[config.mk]
export PLATFORM = sky130hd
export DESIGN_NAME = jmat_sweep_ctrl_flat
export DESIGN_NICKNAME = d
export VERILOG_FILES = /design/src/rtl/jmat_sweep_if.sv /design/src/rtl/jmat_sweep_ctrl.sv /design/src/flat_wrapper.sv
export SDC_FILE = /design/constraint.sdc
export NUM_CORES = 1
export LEC_CHECK = 0
export ABC_AREA = 0
export CORE_ASPECT_RATIO = 0.8
export CORE_UTILIZATION = 29
export DETAILED_ROUTE_END_ITERATION = 10
export GPL_ROUTABILITY_DRIVEN = 0
export GPL_TIMING_DRIVEN = 0
export HOLD_SLACK_MARGIN = 0.06
export SKIP_LAST_GASP = 1
export SYNTH_ARGS = -nofsm -noshare
export SYNTH_HDL_FRONTEND = slang
export SYNTH_SLANG_ARGS = --single-unit
[constraint.sdc]
create_clock -name clk -period 3.6 [get_ports clk]
set_clock_uncertainty 0.15 [all_clocks]
set_input_delay 0.54 -clock clk [delete_from_list [all_inputs] [get_ports clk]]
set_output_delay 0.54 -clock clk [all_outputs]
set_load 0.01 [all_outputs]
[src/rtl/jmat_sweep_if.sv]
// Host-write, BRAM port and J-stream signals of the J-matrix sweep controller.
// The slave modport is the controller side; master is the surrounding system.
interface jmat_sweep_if #(
  parameter int unsigned WIDTH  = 4,
  parameter int unsigned STEP_W = 16,
  parameter int unsigned IDX_W  = 10
);
  localparam int unsigned ADDR_W = 20;

  logic              start;
  logic              abort;
  logic [STEP_W-1:0] num_steps;

  logic              host_wr_valid;
  logic              host_wr_ready;
  logic [ADDR_W-1:0] host_wr_addr;
  logic [WIDTH-1:0]  host_wr_data;

  logic              ena;
  logic              wea;
  logic [ADDR_W-1:0] addra;
  logic [WIDTH-1:0]  dina;

  logic              en_read;
  logic [ADDR_W-1:0] count_addr;
  logic [WIDTH-1:0]  j_in;

  logic [WIDTH-1:0]  j_out;
  logic              j_valid;
  logic              j_ready;
  logic [IDX_W-1:0]  j_row;
  logic [IDX_W-1:0]  j_col;
  logic [STEP_W-1:0] j_step;
  logic              j_row_end;
  logic              j_step_end;

  logic              busy;
  logic              done;

  modport slave (
    input  start, abort, num_steps,
    input  host_wr_valid, host_wr_addr, host_wr_data,
    output host_wr_ready,
    output ena, wea, addra, dina,
    output en_read, count_addr,
    input  j_in, j_ready,
    output j_out, j_valid, j_row, j_col, j_step, j_row_end, j_step_end,
    output busy, done
  );

  modport master (
    output start, abort, num_steps,
    output host_wr_valid, host_wr_addr, host_wr_data,
    input  host_wr_ready,
    input  ena, wea, addra, dina,
    input  en_read, count_addr,
    output j_in, j_ready,
    input  j_out, j_valid, j_row, j_col, j_step, j_row_end, j_step_end,
    input  busy, done
  );
endinterface

[src/rtl/jmat_sweep_ctrl.sv]
// J-matrix sweep sequencer and port arbiter for the dual-port J BRAM.
// Define JSWEEP_BACKPRESSURE_EN to add a 2-entry skid buffer honoring j_ready.
module jmat_sweep_ctrl #(
  parameter int unsigned WIDTH  = 4,
  parameter int unsigned N_SPIN = 800,
  parameter int unsigned STEP_W = 16,
  parameter int unsigned IDX_W  = $clog2(N_SPIN)
) (
  input  logic       clk,
  input  logic       rst,
  jmat_sweep_if.slave bus
);

  localparam int unsigned ADDR_W = 20;

  localparam logic [1:0] S_IDLE  = 2'd0;
  localparam logic [1:0] S_RUN   = 2'd1;
  localparam logic [1:0] S_DRAIN = 2'd2;
  localparam logic [1:0] S_DONE  = 2'd3;

  localparam logic [IDX_W-1:0] LAST_IDX = IDX_W'(N_SPIN - 1);

  typedef struct packed {
    logic [IDX_W-1:0]  row;
    logic [IDX_W-1:0]  col;
    logic [STEP_W-1:0] step;
    logic              row_end;
    logic              step_end;
  } tag_t;

  typedef struct packed {
    logic [WIDTH-1:0] data;
    tag_t             tag;
  } word_t;

  logic [1:0]        state_q, state_d;
  logic [ADDR_W-1:0] addr_q;
  logic [IDX_W-1:0]  row_q, col_q;
  logic [STEP_W-1:0] step_q, steps_q;
  logic [STEP_W:0]   step_inc;
  logic              last_step, last_word;
  logic              issue, can_issue, flush, wr_fire;
  logic              infl_q;
  tag_t              tag_q, tag_d;
  word_t             stage, head;
  logic              head_valid;
  logic [1:0]        remain_d;

  assign step_inc  = {1'b0, step_q} + (STEP_W+1)'(1);
  assign last_step = step_inc >= {1'b0, steps_q};
  assign last_word = (row_q == LAST_IDX) && (col_q == LAST_IDX) && last_step;
  assign flush     = bus.abort && ((state_q == S_RUN) || (state_q == S_DRAIN));
  assign tag_d     = {row_q, col_q, step_q, col_q == LAST_IDX,
                      (row_q == LAST_IDX) && (col_q == LAST_IDX)};
  assign stage     = {bus.j_in, tag_q};

  // State register
  always_ff @(posedge clk) begin
    if (rst) state_q <= S_IDLE;
    else     state_q <= state_d;
  end

  // Next state and read issue
  always_comb begin
    state_d = state_q;
    issue   = 1'b0;
    case (state_q)
      S_IDLE: begin
        if (bus.start) state_d = S_RUN;
      end
      S_RUN: begin
        if (bus.abort) begin
          state_d = S_IDLE;
        end else begin
          issue = can_issue;
          if (can_issue && last_word) state_d = S_DRAIN;
        end
      end
      S_DRAIN: begin
        if (bus.abort)              state_d = S_IDLE;
        else if (remain_d == 2'd0)  state_d = S_DONE;
      end
      S_DONE:  state_d = S_IDLE;
      default: state_d = S_IDLE;
    endcase
  end

  // Linear address, row/column and step counters; wrap into the next step with no bubble
  always_ff @(posedge clk) begin
    if (rst) begin
      addr_q  <= '0;
      row_q   <= '0;
      col_q   <= '0;
      step_q  <= '0;
      steps_q <= '0;
    end else if ((state_q == S_IDLE) && bus.start) begin
      addr_q  <= '0;
      row_q   <= '0;
      col_q   <= '0;
      step_q  <= '0;
      steps_q <= (bus.num_steps == '0) ? STEP_W'(1) : bus.num_steps;
    end else if (issue) begin
      if (col_q == LAST_IDX) begin
        col_q <= '0;
        if (row_q == LAST_IDX) begin
          row_q  <= '0;
          addr_q <= '0;
          if (!last_step) step_q <= step_q + STEP_W'(1);
        end else begin
          row_q  <= row_q + IDX_W'(1);
          addr_q <= addr_q + ADDR_W'(1);
        end
      end else begin
        col_q  <= col_q + IDX_W'(1);
        addr_q <= addr_q + ADDR_W'(1);
      end
    end
  end

  // Tags travel one stage to line up with the BRAM read data
  always_ff @(posedge clk) begin
    if (rst || flush) begin
      infl_q <= 1'b0;
      tag_q  <= '0;
    end else begin
      infl_q <= issue;
      if (issue) tag_q <= tag_d;
    end
  end

`ifdef JSWEEP_BACKPRESSURE_EN
  logic [1:0] occ_q;
  word_t      skid_q [2];
  word_t      cand0, cand1;
  logic       pop;

  // Queue order is skid[0], skid[1], then the word arriving from the BRAM
  assign head_valid = (occ_q != 2'd0) || infl_q;
  assign head       = (occ_q != 2'd0) ? skid_q[0] : stage;
  assign pop        = head_valid && bus.j_ready;
  assign remain_d   = occ_q + 2'(infl_q) - 2'(pop);
  assign can_issue  = ((occ_q + 2'(infl_q)) < 2'd2) || pop;
  assign cand0      = (occ_q == 2'd0) ? stage : skid_q[0];
  assign cand1      = (occ_q == 2'd1) ? stage : skid_q[1];

  always_ff @(posedge clk) begin
    if (rst || flush) begin
      occ_q     <= 2'd0;
      skid_q[0] <= '0;
      skid_q[1] <= '0;
    end else begin
      occ_q <= remain_d;
      if (pop) begin
        skid_q[0] <= cand1;
      end else begin
        skid_q[0] <= cand0;
        skid_q[1] <= cand1;
      end
    end
  end
`else
  logic unused_j_ready;

  assign unused_j_ready = bus.j_ready;
  assign head_valid     = infl_q;
  assign head           = stage;
  assign can_issue      = 1'b1;
  assign remain_d       = 2'd0;
`endif

  // Host write owns port A only while idle
  assign bus.host_wr_ready = (state_q == S_IDLE);
  assign wr_fire           = bus.host_wr_valid && bus.host_wr_ready;
  assign bus.ena           = wr_fire;
  assign bus.wea           = wr_fire;
  assign bus.addra         = wr_fire ? bus.host_wr_addr : '0;
  assign bus.dina          = wr_fire ? bus.host_wr_data : '0;

  assign bus.en_read    = issue;
  assign bus.count_addr = issue ? addr_q : '0;

  assign bus.j_valid    = head_valid;
  assign bus.j_out      = head_valid ? head.data         : '0;
  assign bus.j_row      = head_valid ? head.tag.row      : '0;
  assign bus.j_col      = head_valid ? head.tag.col      : '0;
  assign bus.j_step     = head_valid ? head.tag.step     : '0;
  assign bus.j_row_end  = head_valid && head.tag.row_end;
  assign bus.j_step_end = head_valid && head.tag.step_end;

  assign bus.busy = (state_q != S_IDLE);
  assign bus.done = (state_q == S_DONE);

endmodule

[src/flat_wrapper.sv]
// flat-port wrapper written by rule: the top's interface ports become plain ports
module jmat_sweep_ctrl_flat 
#(
  parameter int unsigned WIDTH  = 4,
  parameter int unsigned N_SPIN = 800,
  parameter int unsigned STEP_W = 16,
  parameter int unsigned IDX_W  = $clog2(N_SPIN)
)
  (clk, rst, bus_start, bus_abort, bus_num_steps, bus_host_wr_valid, bus_host_wr_addr, bus_host_wr_data, bus_host_wr_ready, bus_ena, bus_wea, bus_addra, bus_dina, bus_en_read, bus_count_addr, bus_j_in, bus_j_ready, bus_j_out, bus_j_valid, bus_j_row, bus_j_col, bus_j_step, bus_j_row_end, bus_j_step_end, bus_busy, bus_done);
  jmat_sweep_if #(.WIDTH(WIDTH), .STEP_W(STEP_W), .IDX_W(IDX_W)) bus_i ();
  input  logic clk;
  input  logic rst;
  input wire logic [$bits(bus_i.start)-1:0] bus_start;
  input wire logic [$bits(bus_i.abort)-1:0] bus_abort;
  input wire logic [$bits(bus_i.num_steps)-1:0] bus_num_steps;
  input wire logic [$bits(bus_i.host_wr_valid)-1:0] bus_host_wr_valid;
  input wire logic [$bits(bus_i.host_wr_addr)-1:0] bus_host_wr_addr;
  input wire logic [$bits(bus_i.host_wr_data)-1:0] bus_host_wr_data;
  output wire logic [$bits(bus_i.host_wr_ready)-1:0] bus_host_wr_ready;
  output wire logic [$bits(bus_i.ena)-1:0] bus_ena;
  output wire logic [$bits(bus_i.wea)-1:0] bus_wea;
  output wire logic [$bits(bus_i.addra)-1:0] bus_addra;
  output wire logic [$bits(bus_i.dina)-1:0] bus_dina;
  output wire logic [$bits(bus_i.en_read)-1:0] bus_en_read;
  output wire logic [$bits(bus_i.count_addr)-1:0] bus_count_addr;
  input wire logic [$bits(bus_i.j_in)-1:0] bus_j_in;
  input wire logic [$bits(bus_i.j_ready)-1:0] bus_j_ready;
  output wire logic [$bits(bus_i.j_out)-1:0] bus_j_out;
  output wire logic [$bits(bus_i.j_valid)-1:0] bus_j_valid;
  output wire logic [$bits(bus_i.j_row)-1:0] bus_j_row;
  output wire logic [$bits(bus_i.j_col)-1:0] bus_j_col;
  output wire logic [$bits(bus_i.j_step)-1:0] bus_j_step;
  output wire logic [$bits(bus_i.j_row_end)-1:0] bus_j_row_end;
  output wire logic [$bits(bus_i.j_step_end)-1:0] bus_j_step_end;
  output wire logic [$bits(bus_i.busy)-1:0] bus_busy;
  output wire logic [$bits(bus_i.done)-1:0] bus_done;
  assign bus_i.start = bus_start;
  assign bus_i.abort = bus_abort;
  assign bus_i.num_steps = bus_num_steps;
  assign bus_i.host_wr_valid = bus_host_wr_valid;
  assign bus_i.host_wr_addr = bus_host_wr_addr;
  assign bus_i.host_wr_data = bus_host_wr_data;
  assign bus_host_wr_ready = bus_i.host_wr_ready;
  assign bus_ena = bus_i.ena;
  assign bus_wea = bus_i.wea;
  assign bus_addra = bus_i.addra;
  assign bus_dina = bus_i.dina;
  assign bus_en_read = bus_i.en_read;
  assign bus_count_addr = bus_i.count_addr;
  assign bus_i.j_in = bus_j_in;
  assign bus_i.j_ready = bus_j_ready;
  assign bus_j_out = bus_i.j_out;
  assign bus_j_valid = bus_i.j_valid;
  assign bus_j_row = bus_i.j_row;
  assign bus_j_col = bus_i.j_col;
  assign bus_j_step = bus_i.j_step;
  assign bus_j_row_end = bus_i.j_row_end;
  assign bus_j_step_end = bus_i.j_step_end;
  assign bus_busy = bus_i.busy;
  assign bus_done = bus_i.done;
  jmat_sweep_ctrl #(.WIDTH(WIDTH), .N_SPIN(N_SPIN), .STEP_W(STEP_W), .IDX_W(IDX_W)) u_core (.clk(clk), .rst(rst), .bus(bus_i));
endmodule
# After elaboration in Yosys (flattened, before gate mapping)
# Index checks and enable logic that the tools add are counted.
# op_classes
eq_ne,7
shift,0
mul,0
n_div,0
magnitude_cmp,1
n_reduce_logical,16
bitwise_logic,1
add_sub_neg,5
n_mux,19
# op_table
operator,count
$mux 20,4
$mux 10,4
$mux 16,2
$add 10x1->10 const B,2
$add 20x1->20 const B,1
$eq 10x10->1 const B,2
$add 16x1->17 const B,1
$ge 17x16->1,1
$add 16x1->16 const B,1
$logic_not 16->1,1
$mux 2,4
$mux 4,2
$pmux 2 s4,1
$logic_and 1x1->1,7
$eq 2x2->1 const B,2
$reduce_and 2->1,2
$reduce_and 4->1,1
$ne 3x2->1 const B,1
$eq 2x1->1 const B,1
$logic_not 2->1,1
$logic_or 1x1->1,2
$mux 1,2
$ne 2x2->1 const B,1
$reduce_bool 2->1,1
2 further kinds,2
# totals
output_inout_bits,93
ff_bits,113
latch_bits,0
n_memories,0
mem_bits_rw,0
elab_cells,61
rom_bits,0
inputBits,50

# Depth between registers and ports, before layout
# Gate-level depths: netlist of run 1.
# depth
word_depth,6
ltp_mapped,15
depth_no_buf,13

# Least setup slack after synthesis of run 1
# OpenSTA, ideal clock, no wires.
# synth_timing
path_type,register -> register
startpoint,register u_core.step_q[0]
endpoint,register u_core.step_q[9]
arrival_time_ps,3198
setup_ps,70
path_stages_with_launch,14
n_path_buf,2
path_slack_ps,182
required_ps,3380
synth_period_minus_slack_ps,3418
path_cell_list,dfxtp_1 -> ha_1 -> nand3_1 -> nor3_1 -> nand4_1 -> xnor2_1 -> ha_1 -> nand3_1 -> or2_2 -> o2111ai_1 -> buf_2 -> clkbuf_1 -> o21ai_0 -> a21oi_1
# synth_via
elab_chain_len,4
elab_cells_between_ends,5
cone_classes,2 x add/sub; 1 x order compare; 1 x bitwise; 1 x reduce/logical
# synth_rtl
element,line_no,text
from (decl),jmat_sweep_ctrl.sv:39,"logic [STEP_W-1:0] step_q, steps_q;"
from (signal assigned),jmat_sweep_ctrl.sv:108,if (!last_step) step_q <= step_q + STEP_W'(1);
$add 16x1->17,jmat_sweep_ctrl.sv:49,"assign step_inc = {1'b0, step_q} + (STEP_W+1)'(1);"
via u_core.step_inc[14],jmat_sweep_ctrl.sv:40,logic [STEP_W:0] step_inc;
$ge 17x16->1,jmat_sweep_ctrl.sv:50,"assign last_step = step_inc >= {1'b0, steps_q};"
$not 1->1 (no line),-,
$reduce_and 4->1 (no line),-,
# The timed path passes the listed nets, and every way through them passes these cells.
# A chain may end at the register's enable or synchronous reset.

# Worst setup path in the final report of run 1
# layout_timing
startpoint,register u_core.step_q[1]
endpoint,register u_core.step_q[15]
# Same word-level chain as after synthesis.

==> results.md, run 1 <==
* Vias in the first global route at 5035
* Number of CTS-inserted buffers at 17
* Synth Warn # at 0
* First-pass GRT wire length at 26160 µm
* Hold Path Sink: u_core.head[3]
* Final period utilization at 0.9508
* Hold depth at 2
* Initial Util at 0.2986
* Family with the most delay on the worst path: simple AND/OR/NAND/NOR gates
* DP HPWL at 12110 µm
* CP most frequent cell: a21o_1
* F_max at 0.2922 GHz
* Setup TNS at 0 ns
* R2R depth at 13
* Syn Std Cell Area at 5717 µm²
* Top cells by area, synth: dfxtp_1 40%, nand2_1 8.2%, and2_1 7.0%
* DR pass1 iterations at 4
* Register bit count reported by yosys at 113
* Max FO, Critical Path at 10
* Final Util at 0.4254
* Hold path startpoint: u_core.head[3]
* Most area-hungry cell type in the Yosys netlist: dfxtp_1
* Die Height at 127.6 µm
* Total Power at 3.532 mW
* Ys async rst share at 0
* Final setup vio count at 0
* Clock Sinks at 113
* Largest net degree at the start of global routing at 17
* Crit path max-delay cell type: dfxtp_2
* Least-Margin Pin Slew at 0.9454 ns
* Worst endpoint data arrival time at 3.61 ns
* Prevailing post-synth register cell: dfxtp_1
* Register-to-register setup slack at 0.18 ns
* Total global-route track usage at 0.1638
* Core Region at 19140 µm²
* Die ar. at 20280 µm²
* Post-synth EDFFs at 0
* Area Overhead vs Synth at 42.46%
* Post-DR wirelength/cell at 13.87 µm
* Share of cells above drive strength 1 at 0.06462
* CP startpoint kind: flop
* Kind of critical path: reg -> reg
* Post-Syn Nets at 811
* CTS tree: built
* Clk slew on worst S/H paths at 0.05 ns
* Avg Inst Size Synth at 7.757 µm²
* Hold Buf Count CTS at 0
* Post-synth cell types at 45
* Worst ir drop on vdd at 0.2291 mV
* Crit path buf inv count at 1
* Drt via density at 4.697
* Worst R2R End: u_core.step_q[15]
* GRT overflow at 0
* Post-route ant nets at 0
* Reg2Reg Launch Point: u_core.step_q[1]
* Post-Synthesis Cells at 737
* Worst Hold Slack at 0.2984 ns
* Root Buffer: clkbuf_16
* I/O Pins at 143
* RSZ-0062 raised after global routing: true
* Fin nets at 975
* # port buffers at 140
* Initial drt markers at 366
* Headroom to the max-slew limit at 0.3639
* Final Critical Period at 3.423 ns
* DRC Markers at 0
* Initial antenna violation count at 0
* Max-cap violations at 0
* CP endpoint kind: flop
* DR vias at 5500
* Power Dens Cells at 433.7 nW/µm²
* Hold Crit Class: reg -> reg
* H-tree levels at 4
* # diodes at 0
* Clock buffer depth at 2
* Count leader, synth: nand2_1
* Share of the synthesized area in the top cell type at 0.3957
* Hold Vio Cnt, Final at 0
* Routed wire length at 16240 µm
* Leak at 2.967 nW
* Final Max Tran Viols at 0
* Status: complete, no violations
* Post-synthesis sequential area ratio at 0.3957
* Synth top cells by count: 125 x nand2_1, 113 x dfxtp_1, 69 x a21oi_1
* CP cell instances: ha_4, nand3_4, nor3_4, nand4_1, xnor2_1, ha_1, a21o_1, a21o_1, a21oi_2, o2111ai_1, buf_2, or4_1, a21oi_1
* Die width at 159.0 µm
* # rows at 45
* Worst-Skew Late Latency at 0.41 ns
* CP peak stage delay at 0.40 ns
* Worst EP required at 3.79 ns
==> registers in the layout, summed over array words and instances (netlist names) <==
| signal | cells |
|---|---|
| u_core.bus.j_valid | 1 |
| u_core.col_q | 10 |
| u_core.step_q | 16 |
| u_core.row_q | 10 |
| u_core.addr_q | 20 |
| u_core.steps_q | 16 |
| u_core.head | 38 |
| u_core.state_q | 2 |
==> how the worst max path moves through the flow <==
stage                     start                 to  depth (start not counted)
2_1_floorplan  u_core.step_q[0]   u_core.step_q[9]                         13
3_3_place_gp   u_core.step_q[0]   u_core.step_q[9]                         14
3_5_place_dp   u_core.step_q[0]  u_core.step_q[13]                         13
4_1_cts        u_core.step_q[1]  u_core.step_q[13]                         14
5_1_grt        u_core.step_q[2]  u_core.step_q[13]                         14
6_report       u_core.step_q[1]  u_core.step_q[15]                         13
==> worst reg2reg max path, stage by stage, from the launching register on <==
cell and delay [ns]:
dfxtp_2 0.40, ha_4 0.18, nand3_4 0.13, nor3_4 0.34
nand4_1 0.22, xnor2_1 0.24, ha_1 0.29, a21o_1 0.16
a21o_1 0.18, a21oi_2 0.15, o2111ai_1 0.16, buf_2 0.21
or4_1 0.41, a21oi_1 0.14
==> layer usage <==
layer,share of wire,vias to the layer above,track usage
met3,0.057,16,0.04383
li1,-,2842,-
met4,0.011,0,0.05090
met5,0,-,0
met2,0.42,134,0.2428
met1,0.51,2508,0.2302
==> cell families (layout without fill, tap and decap cells) <==
kind of cell | Yosys count | in the layout | synth area share
and+or+nand+nor | 364 | 364 | 0.3187
AOI/OAI and AO/OA | 125 | 125 | 0.1215
DFF | 113 | 113 | 0.3957
buffers and inverters | 69 | 245 | 0.04662
xor gates and xnor gates | 39 | 39 | 0.05975
adders and majority gates | 24 | 24 | 0.05253
muxes | 3 | 3 | 0.005253
==> placed cells by master (no fill, tap or decap), drive strengths merged, types with 3 or more instances in the layout <==
cell and instances:
clkdlybuf4s50 140, nand2 125, dfxtp 113, a21oi 69, and2 64, clkbuf 60
nor2 49, o21ai 35, and3 32, inv 26, nand3 26, ha 24
xor2 22, xnor2 17, or3 16, nand4 14, buf 13, nor4 10
or4 9, nor3 8, o211ai 5, clkinv 4, or2 3, nand2b 3
mux2i 3
==> timing repair <==
item                                    4_1_cts  5_1_grt
gates cloned                                  0        0
pin swaps                                     1        4
endpoints found under the hold margin         0        0
setup buffers                                 1        5
gates resized for setup                       8       21
endpoints found under the setup margin       37       25
==> power by group <==
part / switching [mW] / internal (mW) / total, mW
clock: 0.560 / 1.10 / 1.66
sequential: 0.0166 / 1.28 / 1.30
combinational: 0.333 / 0.238 / 0.571
==> area by class of cell <==
type	instances	area, µm²
buffer	41	172.7
clock buffer	26	509.2
clock inverter	5	75.07
fill	1949	11000
inverter	27	102.6
multi-input combinational	555	3247
sequential	113	2268
tap	258	322.8
timing repair buffer	146	1446
==> per-stage QoR <==
stage               cells  instance area [µm²]  worst slack, ns
floorplan             737                 5717           0.1819
global placement     1135                 7441          -0.6665
finish               1171                 8144           0.1772
global route         1171                 8144         -0.04360
detailed placement   1135                 7441          -0.6545
CTS                  1166                 8051        -0.002046
(Power assumes the default switching activity.)
==> run 2: changes to the inputs <==
GPL_ROUTABILITY_DRIVEN = not set   (was 0)
HOLD_SLACK_MARGIN = 0.1   (was 0.06)
==> results of run 2 <==
Same layout as run 1: the final DEF is identical, and so are final timing and power.
==> run 3: changes to the inputs <==
CORE_MARGIN = 3   (was not set)
PLACE_DENSITY = 0.51   (was not set)
==> results.md, run 3 (same netlist as run 1, synthesis figures left out) <==
* Status: complete, no violations (unchanged)
* Commonest cells after routing, fill and taps aside: 140 x clkdlybuf4s50_1, 125 x nand2_1, 110 x dfxtp_1 (unchanged)
* Total global-route track usage at 0.1575 (was 0.1638)
* Non-Filler Cell Area, Final at 8061 µm² (was 8144 µm²)
* # port buffers at 140 (unchanged)
* CP cell instances: clkdlybuf4s50_1, nand2b_2, clkinv_2, clkbuf_1, and2_1, clkdlybuf4s50_1 (was ha_4, nand3_4, nor3_4, nand4_1, xnor2_1, ha_1, a21o_1, a21o_1, a21oi_2, o2111ai_1, buf_2, or4_1, a21oi_1)
* Fillers at 1959 (was 1949)
* Crit path buf inv count at 4 (was 1)
* Hold Crit Class: reg -> reg (unchanged)
* Worst endpoint data arrival time at 2.73 ns (was 3.61 ns)
* CTS tree: built (unchanged)
* Clock Sinks at 113 (unchanged)
* Dpl cell area at 7441 µm² (unchanged)
* H-tree levels at 4 (unchanged)
* Initial drt markers at 232 (was 366)
* Worst EP required at 2.91 ns (was 3.79 ns)
* Area Overhead vs Synth at 41.02% (was 42.46%)
* Family with the most delay on the worst path: buffers and inverters (was simple AND/OR/NAND/NOR gates)
* Final Max Tran Viols at 0 (unchanged)
* DR pass1 iterations at 4 (unchanged)
* Crit path max-delay cell type: clkdlybuf4s50_1 (was dfxtp_2)
* CP startpoint kind: input port (was flop)
* Number of CTS-inserted buffers at 17 (unchanged)
* Post-DR wirelength/cell at 14.32 µm (was 13.87 µm)
* Most common cell after layout, fill and taps aside: clkdlybuf4s50_1 (unchanged)
* Max FO, Critical Path at 10 (unchanged)
* Register Area at 2268 µm² (unchanged)
* CP most frequent cell: clkdlybuf4s50_1 (was a21o_1)
* Root Buffer: clkbuf_16 (unchanged)
* Leak at 2.912 nW (was 2.967 nW)
* # rows at 45 (unchanged)
* RSZ-0062 raised after global routing: false (was true)
* F_max at 0.2921 GHz (was 0.2922 GHz)
* Die Height at 131.6 µm (was 127.6 µm)
* Routed wire length at 16770 µm (was 16240 µm)
* Place WS at -0.6674 ns (was -0.6545 ns)
* I/O Pins at 143 (unchanged)
* Worst-Skew Late Latency at 0.41 ns (about the same)
* CP endpoint kind: primary output (was flop)
* Headroom to the max-slew limit at 0.3624 (was 0.3639)
* Kind of critical path: in -> out (was reg -> reg)
* Clock buffer depth at 2 (unchanged)
* Multi-input gate area at 3241 µm² (was 3247 µm²)
* Drt via density at 4.608 (was 4.697)
* Worst Hold Slack at 0.2978 ns (was 0.2984 ns)
* Initial Util at 0.2986 (unchanged)
* Share of cells above drive strength 1 at 0.06140 (was 0.06462)
* Post-placement cell count at 1135 (unchanged)
* Final worst slack at 0.1763 ns (was 0.1772 ns)
* GRT overflow at 0 (unchanged)
* Max FFs per register at 38 (unchanged)
* Fin nets at 975 (unchanged)
* Final Util at 0.4211 (was 0.4254)
* DR vias at 5396 (was 5500)
* Die width at 163.0 µm (was 159.0 µm)
* Worst ir drop on vdd at 0.2047 mV (was 0.2291 mV)
* Hold Buf Count CTS at 0 (unchanged)
* Total Power at 3.343 mW (was 3.532 mW)
* Die ar. at 21440 µm² (was 20280 µm²)
* DRC Markers at 0 (unchanged)
* Max-cap violations at 0 (unchanged)
* Least-Margin Pin Slew at 0.9476 ns (was 0.9454 ns)
* Power Dens Cells at 414.7 nW/µm² (was 433.7 nW/µm²)
* Final setup vio count at 0 (unchanged)
* Final period utilization at 0.9510 (was 0.9508)
* Clk slew on worst S/H paths at 0.05 ns (about the same)
* First-pass GRT wire length at 27230 µm (was 26160 µm)
* Setup TNS at 0 ns (unchanged)
* Largest net degree at the start of global routing at 17 (unchanged)
* CP peak stage delay at 0.54 ns (was 0.40 ns)
* DP HPWL at 12580 µm (was 12110 µm)
* Hold Vio Cnt, Final at 0 (unchanged)
* Post-Layout Cell Count at 1171 (unchanged)
* Final Critical Period at 3.424 ns (was 3.423 ns)
* Routability cong. at 0.8076 (was 0.7841)
* Initial antenna violation count at 0 (unchanged)
* Post-route ant nets at 0 (unchanged)
* Vias in the first global route at 5200 (was 5035)
* Core Region at 19140 µm² (unchanged)
==> run 3: cell count changes in the layout (fill, tap and decap cells not counted), moves of 2 or more <==
cell and change:
clkbuf_1 +2, clkbuf_8 -3, bufinv_16 -2, clkinvlp_4 +2
==> run 3: layer usage <==
metal	vias up	track usage	part of all wire
met3	9	0.04412	0.053
met2	111	0.2348	0.42
li1	2849	-	-
met1	2427	0.2272	0.52
met5	-	0	0
met4	0	0.03053	0.0057
==> run 3: final timing paths <==
kind	startpoint	to	slack [ns]	depth (start not counted)
worst min register to register	u_core.head[21]	u_core.head[21]	0.30	2
worst min-delay path	u_core.head[21]	u_core.head[21]	0.30	2
worst max-delay path	bus_abort	bus_count_addr[0]	0.18	6
worst max register to register	u_core.step_q[1]	u_core.step_q[15]	0.20	14
==> run 3: worst reg2reg max path: stages, from the launching register on <==
cell and delay (ns):
dfxtp_2 0.40, ha_4 0.18, nand3_4 0.13, nor3_4 0.26, buf_4 0.16, nand3_1 0.12
xnor2_1 0.21, ha_1 0.28, a21oi_1 0.12, o21ai_1 0.15, a211oi_2 0.25, o2111ai_1 0.15
buf_2 0.21, or4_1 0.40, a21oi_1 0.15
==> run 3: what timing repair did <==
| action | in CTS | in global routing |
|---|---|---|
| setup buffers | 1 | 5 |
| hold endpoints to repair | 0 | 0 |
| resized for setup | 12 | 13 |
| pin swaps | 2 | 2 |
| cloned | 0 | 0 |
| endpoints found under the setup margin | 37 | 26 |
==> run 3: final cells by class <==
| cell class | count | share of cell area |
|---|---|---|
| repair buffers | 146 | 0.1794 |
| clock inverters | 6 | 0.004346 |
| clock buffers | 24 | 0.05851 |
| diodes | 1 | 0.0003104 |
| multi-input cells | 555 | 0.4020 |
| flip-flops and latches | 113 | 0.2814 |
| inverters | 27 | 0.01273 |
| well taps | 258 | 0.04004 |
| plain buffers | 41 | 0.02126 |
==> run 3: power breakdown <==
part	internal (mW)	switching, mW
logic	0.239	0.344
registers	1.28	0.0168
clock network	0.901	0.561
